[src/rtl/tri_loader.sv]
// tri_loader: byte-stream triangle loader for the rasterizer.
// Sorts vertices into scan order, commits to geometry at vsync.
module tri_loader #(
  parameter int COMMIT_ON_VSYNC = 1
) (
  input  logic        clk,
  input  logic        rst_n,
  input  logic        vsync,
  input  logic        resync,
  input  logic [7:0]  in_data,
  input  logic        in_valid,
  output logic        in_ready,
  output logic [59:0] geometry,
  output logic        pending
);

  typedef enum logic [2:0] {
    RECV,
    SORT0,
    SORT1,
    SORT2,
    CROSS0,
    CROSS1,
    ORIENT,
    PEND
  } state_t;

  state_t state_q, state_d;

  logic [3:0]  cnt_q, cnt_d;
  logic [9:0]  vx_q [3];
  logic [9:0]  vx_d [3];
  logic [9:0]  vy_q [3];
  logic [9:0]  vy_d [3];

  logic signed [21:0] p0_q, p0_d;
  logic signed [21:0] p1_q, p1_d;

  logic [59:0] shadow_q, shadow_d;
  logic [59:0] geom_q, geom_d;
  logic        pending_q, pending_d;
  logic        in_ready_q, in_ready_d;
  logic        vsync_q;

  logic        xfer;
  logic        vs_edge;
  logic        commit_ok;
  logic [1:0]  v_idx;
  logic [1:0]  sa, sb;

  logic signed [10:0] dx21, dx31, dy21, dy31;
  logic signed [10:0] ma, mb;
  logic signed [21:0] ma_w, mb_w, prod;
  logic signed [22:0] p0_x, p1_x, cross_c;

  logic unused_hi;

  // High-byte bits [7:2] carry no coordinate data.
  assign unused_hi = ^in_data[7:2];

  assign xfer    = in_valid & in_ready_q;
  assign vs_edge = vsync & ~vsync_q;
  assign v_idx   = cnt_q[3:2];

  assign commit_ok = (COMMIT_ON_VSYNC != 0) ? vs_edge : 1'b1;

  // Zero-extended coordinate differences.
  assign dx21 = {1'b0, vx_q[1]} - {1'b0, vx_q[0]};
  assign dx31 = {1'b0, vx_q[2]} - {1'b0, vx_q[0]};
  assign dy21 = {1'b0, vy_q[1]} - {1'b0, vy_q[0]};
  assign dy31 = {1'b0, vy_q[2]} - {1'b0, vy_q[0]};

  // Operand select for the single shared multiplier.
  always_comb begin
    ma = '0;
    mb = '0;
    unique case (state_q)
      CROSS0: begin
        ma = dx21;
        mb = dy31;
      end
      CROSS1: begin
        ma = dy21;
        mb = dx31;
      end
      default: begin
        ma = '0;
        mb = '0;
      end
    endcase
  end

  assign ma_w = {{11{ma[10]}}, ma};
  assign mb_w = {{11{mb[10]}}, mb};
  assign prod = ma_w * mb_w;

  assign p0_x    = {p0_q[21], p0_q};
  assign p1_x    = {p1_q[21], p1_q};
  assign cross_c = p0_x - p1_x;

  // Receive, sort, orient and commit sequencing.
  always_comb begin
    state_d   = state_q;
    cnt_d     = cnt_q;
    vx_d      = vx_q;
    vy_d      = vy_q;
    p0_d      = p0_q;
    p1_d      = p1_q;
    shadow_d  = shadow_q;
    geom_d    = geom_q;
    pending_d = pending_q;
    sa        = 2'd0;
    sb        = 2'd1;
    unique case (state_q)
      RECV: begin
        if (resync) begin
          cnt_d = '0;
        end else if (xfer) begin
          if (!cnt_q[0]) begin
            if (cnt_q[1]) vy_d[v_idx][9:8] = in_data[1:0];
            else          vx_d[v_idx][9:8] = in_data[1:0];
          end else begin
            if (cnt_q[1]) vy_d[v_idx][7:0] = in_data;
            else          vx_d[v_idx][7:0] = in_data;
          end
          if (cnt_q == 4'd11) begin
            cnt_d   = '0;
            state_d = SORT0;
          end else begin
            cnt_d = cnt_q + 4'd1;
          end
        end
      end
      SORT0: begin
        sa      = 2'd0;
        sb      = 2'd1;
        state_d = SORT1;
      end
      SORT1: begin
        sa      = 2'd1;
        sb      = 2'd2;
        state_d = SORT2;
      end
      SORT2: begin
        sa      = 2'd0;
        sb      = 2'd1;
        state_d = CROSS0;
      end
      CROSS0: begin
        p0_d    = prod;
        state_d = CROSS1;
      end
      CROSS1: begin
        p1_d    = prod;
        state_d = ORIENT;
      end
      ORIENT: begin
        if (cross_c > 23'sd0) begin
          shadow_d = {vx_q[0], vy_q[0], vx_q[2], vy_q[2],
                      vx_q[1], vy_q[1]};
        end else begin
          shadow_d = {vx_q[0], vy_q[0], vx_q[1], vy_q[1],
                      vx_q[2], vy_q[2]};
        end
        pending_d = 1'b1;
        state_d   = PEND;
      end
      PEND: begin
        if (commit_ok) begin
          geom_d    = shadow_q;
          pending_d = 1'b0;
          state_d   = RECV;
        end
      end
      default: state_d = RECV;
    endcase
    // Strict compare keeps equal-y vertices in arrival order.
    if ((state_q == SORT0 || state_q == SORT1 || state_q == SORT2)
        && (vy_q[sa] > vy_q[sb])) begin
      vx_d[sa] = vx_q[sb];
      vy_d[sa] = vy_q[sb];
      vx_d[sb] = vx_q[sa];
      vy_d[sb] = vy_q[sa];
    end
    in_ready_d = (state_d == RECV);
  end

  // State and datapath registers.
  always_ff @(posedge clk or negedge rst_n) begin
    if (!rst_n) begin
      state_q    <= RECV;
      cnt_q      <= '0;
      vx_q       <= '{default: '0};
      vy_q       <= '{default: '0};
      p0_q       <= '0;
      p1_q       <= '0;
      shadow_q   <= '0;
      geom_q     <= '0;
      pending_q  <= 1'b0;
      in_ready_q <= 1'b0;
      vsync_q    <= 1'b0;
    end else begin
      state_q    <= state_d;
      cnt_q      <= cnt_d;
      vx_q       <= vx_d;
      vy_q       <= vy_d;
      p0_q       <= p0_d;
      p1_q       <= p1_d;
      shadow_q   <= shadow_d;
      geom_q     <= geom_d;
      pending_q  <= pending_d;
      in_ready_q <= in_ready_d;
      vsync_q    <= vsync;
    end
  end

  assign in_ready = in_ready_q;
  assign geometry = geom_q;
  assign pending  = pending_q;

endmodule

[config.mk]
export PLATFORM = sky130hd
export DESIGN_NAME = tri_loader
export DESIGN_NICKNAME = d
export VERILOG_FILES = /design/src/rtl/tri_loader.sv
export SDC_FILE = /design/constraint.sdc
export NUM_CORES = 1
export LEC_CHECK = 0
export ABC_CLOCK_PERIOD_IN_PS = 6500
export BUFFER_PORTS_ARGS = -buffer_cell sky130_fd_sc_hd__buf_2
export CORE_UTILIZATION = 52
export CTS_BUF_LIST = sky130_fd_sc_hd__clkbuf_4
export DETAILED_ROUTE_END_ITERATION = 8
export GPL_ROUTABILITY_DRIVEN = 0
export PLACE_DENSITY = 0.72
export SYNTH_ARGS = -nofsm -noshare
export SYNTH_HDL_FRONTEND = slang
export SYNTH_SLANG_ARGS = --single-unit
[constraint.sdc]
create_clock -name clk -period 6.5 [get_ports clk]
set_input_delay 0 -clock clk [delete_from_list [all_inputs] [get_ports clk]]
set_output_delay 0 -clock clk [all_outputs]
set_load 0.03 [all_outputs]
[Word level (Yosys, flattened, before mapping)]
Cells that the tools add are included.
Storage, ports and cells
  flip-flop bits (word level): 234
  output and inout bits: 62
Cells by class
  add/subtract/negate cells: 6
  $mul: 1
  magnitude comparators: 8
  eq/ne operators: 9
  multiplexer cells: 57
  bitwise gates (word level): 6
  reductions and logical operators: 13
Operators with widths (number)
  2-to-1 mux 30 bit: 14
  bitwise mux 30 bit: 8
  2-to-1 mux 10 bit: 11
  binary-select mux 10 bit (select 2 bit): 4
  demux 10 bit (select 2 bit): 4
  one-hot mux 11 bit (2 select lines): 2
  subtractor 10 x 10 -> 11 bit: 4
  2-to-1 mux 40 bit: 1
  one-hot mux 3 bit (8 select lines): 1
  > comparator 23 x 1 -> 1 bit (second input constant): 1
  subtractor 22 x 22 -> 23 bit: 1
  multiplier 11 x 11 -> 22 bit: 1
  == test 3 bit (second input constant): 4
  2-to-1 mux 3 bit: 4
  2-to-1 mux 4 bit: 3
  > comparator 10 bit: 1
  >= comparator 3 bit (second input constant): 3
  less-than comparator 3 x 1 -> 1 bit (second input constant): 3
  inverter 2 -> 3 bit: 3
  2-to-1 mux 8 bit: 1
  == test 3 x 2 -> 1 bit (second input constant): 2
  logical NOT 3 bit: 2
  AND reduction 2 bit: 3
  adder 4 x 1 -> 4 bit (second input constant): 1
  11 further kinds: 18

[Depth between registers and ports, before layout]
Gate-level depths: netlist of the first run.
  word-level depth: 14
  gate-level depth with buffers: 33
  gate-level depth less buffers: 32

[Worst setup path before layout of the first run]
Ideal clock, no wire load.
  path kind: register to register
  start: register vy_q[10] in the netlist's numbering
  end: register p1_q[21]
  setup time: 135 ps
  arrival: 6877 ps
  data required time: 6365 ps
  setup slack: -512 ps
  cell stages (with the launch flop): 31
  path through: dfrtp_1 inv_1 ha_1 inv_1 fa_1 a21o_1 a21oi_1 o21ai_0 a21oi_1 o21bai_1 a21oi_1 xnor2_1 a22o_1 nand2_1 fa_1 inv_1 fa_1 fa_1 fa_1 inv_1 fa_1 inv_1 ha_1 or4_1 o22a_1 a41oi_1 a211o_1 o21ai_0 o41ai_1 xnor2_1 o21ai_0
On the way
  word-level cells in the longest chain between the ends: 3
RTL lines
  start: declaration: RTL line 33  | logic [9:0] vy_q [3];
  start signal: assignment: RTL line 206  | vy_q <= vy_d;
  subtractor 10 x 10 -> 11 bit: RTL line 70  | assign dy21 = {1'b0, vy_q[1]} - {1'b0, vy_q[0]};
  one-hot mux 11 bit (2 select lines): RTL line 77  | unique case (state_q)
  multiplier 11 x 11 -> 22 bit: RTL line 95  | assign prod = ma_w * mb_w;
  end signal: assignment: RTL line 208  | p1_q <= p1_d;
  end: declaration: RTL line 37  | logic signed [21:0] p1_q, p1_d;
No other way between the ends.
A chain may end at the register's enable or synchronous reset.

[Final worst setup path of the first run]
  start: register vx_q[10] in the netlist's numbering
  end: register p0_q[21]
On the way
  word-level cells in the longest chain between the ends: 3
RTL lines
  start: declaration: RTL line 31  | logic [9:0] vx_q [3];
  start signal: assignment: RTL line 205  | vx_q <= vx_d;
  subtractor 10 x 10 -> 11 bit: RTL line 68  | assign dx21 = {1'b0, vx_q[1]} - {1'b0, vx_q[0]};
  one-hot mux 11 bit (2 select lines): RTL line 77
  multiplier 11 x 11 -> 22 bit: RTL line 95
  end signal: assignment: RTL line 207  | p0_q <= p0_d;
  end: declaration: RTL line 36  | logic signed [21:0] p0_q, p0_d;
No other way between the ends.

==> results list, run 1 <==
- Startpoint type of the worst setup path: flop
- Setup violations remaining at the end of the flow were counted as 18.
- The total count of max-transition violations in the final report was 0.
- From synthesis to final layout, the design area changed by 18.3%.
- DR WL/cell: 17.7 um
- Once the floorplan was initialized, standard cells occupied 52.8% of the core.
- Slack of the critical path: -473 ps
* Die Footprint: 36800 sq um
* Dominant synthesized flop cell: dfrtp_1
* Synth top area cells: dfrtp_1 (31%), fa_1 (13%), ha_1 (7.9%), mux2_2 (6.1%), nand2_1 (5.2%)
- After legalization and detailed placement, the total HPWL measured 36600 um.
- Slowest-stage cell, CP: fa_1
- Largest delay contributor family on the critical path: adder cells
- The initial antenna violation count came to 2.
* Number of warnings reported in the yosys synthesis log: 0
- Remaining routing DRC violations: 0
- At the pin with the least slew margin, the transition time is 1150 ps.
- Fraction of power consumed by sequential logic: 18.3%
- Entering global routing, the biggest net connects 100 pins.
* Maximum fanout encountered on the critical timing path: 2
- The multi-input combinational cells in the finished layout cover a total of 12000 sq um.
- Beginning of the worst hold path: resync
- Grt total ovfl: 0
- Average size of a mapped cell: 9.38 sq um
* Data required time of the worst path: 7130 ps
- Remaining antenna violation count after routing: 0
- Critical path arrival: 7610 ps
* Most repeated library cell on the critical path: fa_1
- Number of cell rows: 69
* Endpoint type of the worst setup path: flop
- The biggest area contributor in the post-synthesis netlist is dfrtp_1.
- Peak VDD IR: 0.447 mV
- CP max stage delay: 530 ps
- Proportion of synthesized flip-flops having asynchronous set or reset: 100%
* Fraction of layout cells with a size suffix above 1: 25.1%
- Summed over all cells, the static leakage comes to 11.1 nW.
* Number of nets in the final layout: 2525
- After detailed placement, the total cell area comes to 20900 sq um.
- The clock network accounts for 11.0% of the total power.
- P per Cell Area: 533 nW/um^2
- In this run the critical register-to-register path is captured at p0_q[21]$_DFFE_PN0P_.
- Setup clock skew after layout: 49.4 ps
* Count of H-tree levels built during CTS: 3
- Number of fill cells in the layout: 2937
- From bottom edge to top edge, the die measures 192 um.
- Crit share post-route: 107%
- The number of different library cells used by synthesis comes to 66.
* Sequential element share of the synthesized area: 31.3%
- The worst pin sits at a relative slew slack of 23.0%.
- Number of hold violations in the final report: 0
* Most common cell after layout, fill and taps aside: nand2_1
* Vias in the first global route: 16100
* Count of cells along the worst hold path: 4
* Path type of the worst min-delay path: primary input to flop
- In this run the clock root is driven by a clkbuf_4.
- The critical path is of the flop to flop type.
- The detailed router placed 15600 vias in this run.
- Floorplan core area: 35500 sq um
* Worst r2r path cells: 30
- Count of buffering cells on the critical path with inverters included: 5
* Skew-Pair Late Insertion Delay: 780 ps
* Max-Cap Viols: 0
- Switching fraction of total power: 48.4%
* Total clock sinks: 234
- Switching Power: 5.72 mW
* Cell area after technology mapping: 18700 sq um
* Status: finished with violations
- Across every metal layer, demand over resource in global routing totals 27.7%.
- In this run, synthesis produced a sequential element count of 234.
* CTS tree: yes
* Portion of synthesized cell area occupied by the leading cell type: 31.3%
- The checks that failed: setup timing.
- When the netlist entered floorplanning its net count stood at 2253.
- Buffers from clock root to sink, at most: 3
* Register-to-register setup slack: -470 ps
* WHS Endpoint: cnt_q[3]$_DFFE_PN0P_
- Post-layout min period: 6970 ps
- The top cell types in the final layout, fill and taps aside, are nand2_1 (253), dfrtp_1 (234), inv_1 (219).
- Dividing the detail-routed via count by the number of cells gives 5.63.
- Total wirelength of the detailed-routed design: 49000 um
- Global-route wire length before repair: 80000 um
- In the final layout, flip-flops and latches occupy 5860 sq um.
- Setup repair after global routing could not meet its margin everywhere.
- Post-placement worst setup slack: -500 ps
- Clock-pin slew was measured on the worst setup and hold paths at 70 ps.
- Critical R2R Launch: vx_q[10]$_DFF_PN0_
* Comb pwr share: 70.6%
- Max Clk Rate: 143 MHz
* Ports placed on the boundary: 75
- Cells after Synth: 1998
- In this run the horizontal extent of the chip is 192 um.
* EDFF count, synth: 0
- After routing the design area is 22200 sq um.
* Internal Power: 6.09 mW
* Number of input and output port buffers inserted: 74
- Iteration-0 DRC count of the detailed router: 1096
- First-pass DRT Iterations: 7
- Number of CTS-inserted buffers: 68
## worst register-to-register path: cells and delay by family (launching register included)
family,cells,cell delay [ps]
AOI/OAI and AO/OA,13,2240
adders and majority gates,8,3110
buffers and inverters,5,270
and+or+nand+nor,2,470
xor gates and xnor gates,2,350
DFF,1,390
## Yosys cell counts, drive strengths merged (6+ instances only)
cell type  instances
a211o             25
a211oi            16
a21boi             6
a21o              17
a21oi             80
a22o              12
a22oi             13
and2              12
buf               15
clkbuf            74
dfrtp            234
fa               123
ha               119
inv              228
mux2             119
mux2i             93
nand2            258
nand2b            14
nand3             57
nor2             129
nor2b             13
nor3              20
nor4               6
o211ai             9
o21a              12
o21ai            148
o21bai             7
o221ai            19
or2                7
xnor2             40
xor2              17
## worst max path at each step
stage,cells past startpoint,startpoint,slack (ps),to
after floorplan,32,vy_q[0]$_DFF_PN0_,-180,p1_q[21]$_DFFE_PN0N_
after global placement,29,vx_q[11]$_DFF_PN0_,-360,p1_q[21]$_DFFE_PN0N_
after detailed placement,29,vx_q[11]$_DFF_PN0_,-500,p1_q[21]$_DFFE_PN0N_
after CTS,30,vx_q[10]$_DFF_PN0_,-320,p0_q[21]$_DFFE_PN0P_
after global routing,30,vx_q[10]$_DFF_PN0_,-710,p0_q[21]$_DFFE_PN0P_
final,30,vx_q[10]$_DFF_PN0_,-470,p0_q[21]$_DFFE_PN0P_
## layer usage
layer,GRT usage (%),wire length (um),vias to the layer above
li1,-,-,7356
met5,0,0,-
met1,35.6,21300,7582
met4,11.6,1690,0
met3,6.67,3570,130
met2,44.6,22400,517
## cell families (layout without fill, tap and decap cells)
group,after synthesis,in the layout,synth area share (%)
flip-flops,234,234,31.3
AO/OA/AOI/OAI,394,394,13.3
multiplexers,212,212,12.5
AND/OR/NAND/NOR,542,542,12.7
other,0,3,0
adder cells (fa/ha/maj),242,242,21.1
buffers and inverters,317,625,6.50
XOR/XNOR,57,57,2.66
## final cells by class
cell class              count  share of cell area [%]
clock buffers              91                    3.08
repair buffers            291                    9.57
clock inverters            15                   0.367
flip-flops and latches    234                    26.4
well taps                 461                    2.60
multi-input cells        1447                    54.1
inverters                 228                    3.87
diodes                      3                  0.0339
## power groups by stage
stage	sequential, mW	combinational, mW	clock (mW)
final	2.16	8.34	1.30
after floorplan	2.37	5.02	0
after detailed placement	2.18	7.88	0
after global placement	2.16	7.66	0
after global routing	2.21	9.17	1.42
after CTS	2.16	8.04	1.34
## timing repair
item | 4_1_cts | 5_1_grt
endpoints found under the setup margin | 16 | 22
endpoints found under the hold margin | 192 | 0
hold buffers | 17 | 0
setup buffers | 4 | 6
resized for setup | 22 | 39
pin swaps | 20 | 21
## flip-flops by register name, indices dropped and copies added (netlist names), 3 cells and up
register and flops:
shadow_q 60, vy_q 30, p1_q 22, geometry 60, p0_q 22, vx_q 30, state_q 3, cnt_q 4
## per-stage QoR
| step | cells | hold slack (ps) | TNS, ps | power, mW | util (%) |
|---|---|---|---|---|---|
| 6_report | 2770 | 199 | -4990 | 11.8 | 62.5 |
| 5_1_grt | 2768 | 221 | -9660 | 12.8 | 62.5 |
| 4_1_cts | 2761 | 153 | -3370 | 11.5 | 61.9 |
| 3_5_place_dp | 2635 | 127 | -4820 | 10.1 | 59.0 |
| 3_3_place_gp | 2635 | 130 | -2530 | 9.82 | 59.0 |
| 2_1_floorplan | 1998 | -296 | -340 | 7.39 | - |
No activity file was read; power rests on OpenSTA's default activity.
==> run 2, diff against run 1 <==
ABC_CLOCK_PERIOD_IN_PS = 8900   (was 6500)
CTS_BUF_LIST = not set   (was sky130_fd_sc_hd__clkbuf_4)
PLACE_DENSITY = 0.69   (was 0.72)
RECOVER_POWER = 100   (was not set)
clock period = 8.9 ns   (was 6.5 ns; I/O delays follow)
==> run 2 against run 1 <==
The flow finishes with violations (capacitance limit, slew limit). Non-clock buffer count is 182 lower. First-iteration DRC count down 15%. Combinational power down 40%. Critical path depth shrank 8. Wire length grew 0.82%. Clock skew fell by 36 ps. Clock power down 12%. Sequential cell count unchanged. Global-route usage up 0.43 points. Power decreased by 33%. Final area is 8.0% lower.
==> results list, run 2 (same netlist as run 1, synthesis figures left out) <==
- Die Footprint: 36800 sq um
- In this run the remaining antenna-violating nets after routing total 0.
* Number of antenna violations at the first check in global routing: 2
* Final setup fails: 0
* Most common cell after layout, fill and taps aside: nand2_1
- The routed design uses 22400 um of met2 wire.
- Post-CTS repair changed the size of 0 cells.
- Floorplan die height: 192 um
- The first detailed-routing pass ran for 8 iterations.
* Grt total ovfl: 0
- The internal portion of the total power is 3.93 mW.
- Number of fill cells in the layout: 3150
- Via density per instance: 5.86
- Failing checks: capacitance limit, slew limit
* Effective utilization at floorplan: 52.8%
- Detailed placement ended at an HPWL of 36600 um.
* DR WL met3: 3980 um
- Total via count after detailed routing: 14800
- Vias in the first global route: 15200
* Post-placement worst setup slack: 1340 ps
- Tracing the worst setup path back leads to its startpoint at state_q[1]$_DFF_PN0_.
- Part of the power in the clock network: 14.6%
- The number of antenna diodes in the final layout is 0.
* CTS tree: yes
* Die Width: 192 um
* Clock-pin slew of the registers on the worst-case setup and hold paths: 60 ps
- Cell area after placement: 19600 sq um
- Relative to the synthesized area, the layout overhead comes to 8.82%.
- Floorplan core area: 35500 sq um
- In this run the count of I/O pins placed on the die edge is 75.
* Worst Setup Path Type: flop to flop
- The post-route netlist has 9.20% of its cells at a drive strength greater than 1.
- Switching fraction of total power: 50.1%
- Standby leakage power: 9.76 nW
* Number of pins exceeding their max-slew limit in the final report: 478
- Most repeated library cell on the critical path: fa_1
* Total wirelength of the detailed-routed design: 49400 um
* Setup repair after global routing missed its margin: no
- Endpoint type of the worst setup path: flop
- TritonCTS created 27 clock buffers.
* Number of input and output port buffers inserted: 74
* Count of cells along the worst hold path: 2
* Comb pwr share: 63.8%
- The worst setup path is launched from a flop.
* Number of nets in the final layout: 2302
- Data on the critical path arrives at its endpoint at 8290 ps.
- In this run the worst setup path terminates at p0_q[21]$_DFFE_PN0P_.
- Overall track demand over capacity in global routing: 28.1%
- Max-Cap Viols: 8
* Buffers from clock root to sink, at most: 3
- Remaining routing DRC violations: 0
* Transition time of the tightest slew-check pin: 4690 ps
* Switching Power: 3.94 mW
* Iteration-0 DRC count of the detailed router: 936
- Counting cells, the worst reg-to-reg path comes to 22.
- The number of endpoints with negative hold slack in the final report is 0.
* Status: finished with violations
* Fin Hold WS: 124 ps
- Fraction of power consumed by sequential logic: 21.5%
- Power spread over the standard cell area amounts to 386 nW/um^2.
* Path type of the worst min-delay path: primary input to flop
* Max transition margin: -213%
- Total clock sinks: 234
* Register-to-register setup slack: 970 ps
- The startpoint identified for the worst register-to-register timing path is state_q[1]$_DFF_PN0_.
- In the layout the commonest cells are nand2_1 (258), dfrtp_1 (234), inv_1 (228).
- CP max stage delay: 1430 ps
- The detailed router put a total of 20900 um of wire on met1.
- Power, Total: 7.87 mW
- Data required time of the worst path: 9260 ps
- After routing the design area is 20400 sq um.
* Max Clk Rate: 126 MHz
- CTS Root Buffer Type: clkbuf_16
* Maximum number of pins on one net before global-route repair: 88
- Setup clock skew after layout: 13.7 ps
- Among all stages on the critical path, the largest delay is contributed by clkbuf_1.
- For the worst-skew pair, the clock arrives at the later sink with an insertion delay of 570 ps.
- Number of cell rows: 69
- Routed signal wires occupy layers up through met5.
- Dividing the final minimum period by the clock period gives 89.1%.
- The first global-routing pass estimated 80400 um of wire.
* Cell Chain, Critical Path: nor2_1 -> nand2_1 -> clkbuf_1 -> o22ai_1 -> nand2b_1 -> fa_1 -> fa_1 -> inv_1 -> fa_1 -> fa_1 -> inv_1 -> fa_1 -> inv_1 -> ha_1 -> or4_1 -> o22a_1 -> a41oi_1 -> a211o_1 -> o21ai_0 -> o41ai_1 -> xnor2_1 -> o21ai_0
- FF-to-FF End: p0_q[21]$_DFFE_PN0P_
- Post-layout min period: 7930 ps
* Maximum fanout encountered on the critical timing path: 45
* Total Negative Setup Slacks: 0 ps
* Slack of the critical path: 969 ps
- Dividing the detail-routed wire length by the instance count gives 19.5 um.
- In this run the number of H-tree levels came out at 1.
- Peak VDD IR: 0.325 mV
[run 2: worst min-delay path by stage]
stage,from,endpoint,slack [ps]
2_1_floorplan,rst_n,cnt_q[0]$_DFFE_PN0P_,-300
3_3_place_gp,rst_n,geometry[2]$_DFFE_PN0P_,30
3_5_place_dp,rst_n,geometry[2]$_DFFE_PN0P_,40
4_1_cts,rst_n,shadow_q[8]$_DFFE_PN0P_,30
5_1_grt,vsync,vsync_q$_DFF_PN0_,120
6_report,vsync,vsync_q$_DFF_PN0_,120
[run 2: metal layers]
layer / track usage [%] / vias to the layer above
met5: 0 / -
met4: 11.8 / 4
met3: 6.82 / 139
met2: 44.8 / 496
met1: 36.5 / 7306
li1: - / 6873
[run 2: timing repair]
item / in CTS / in global routing
endpoints found under the hold margin: 142 / 0
hold buffers: 12 / 0
setup buffers: 0 / 0
[run 2: worst max-delay path: cells and delay by family, from the launching register on]
| family | cells | cell delay, ps |
|---|---|---|
| buffers and inverters | 4 | 1570 |
| flip-flops | 1 | 500 |
| XOR/XNOR | 1 | 180 |
| AND/OR/NAND/NOR | 4 | 1050 |
| adder cells (fa/ha/maj) | 6 | 2540 |
| AO/OA/AOI/OAI | 7 | 1890 |
[run 2: final cells by class]
type | instances | area [sq um] | share of cell area [%]
Multi-Input combinational cell | 1447 | 11600 | 57.0
Sequential cell | 234 | 5860 | 28.7
Inverter | 228 | 856 | 4.20
Clock buffer | 37 | 793 | 3.89
Tap cell | 461 | 577 | 2.83
Timing Repair Buffer | 109 | 547 | 2.68
Clock inverter | 11 | 129 | 0.632
[run 2: per-stage QoR]
stage                     util (%)  instances
final                         57.5       2527
after detailed placement      55.1       2467
after CTS                     58.0       2527
after global routing          57.5       2527
after floorplan                  -       1998
after global placement        55.1       2467
[run 2: power groups by stage]
stage               Sequential [mW]  Clock [mW]  Combinational, mW
floorplan                      1.73           0               3.60
global placement               1.69           0               4.84
detailed placement             1.70           0               4.98
CTS                            1.68        1.17               5.02
global route                   1.73        1.21               5.58
finish                         1.69        1.15               5.02
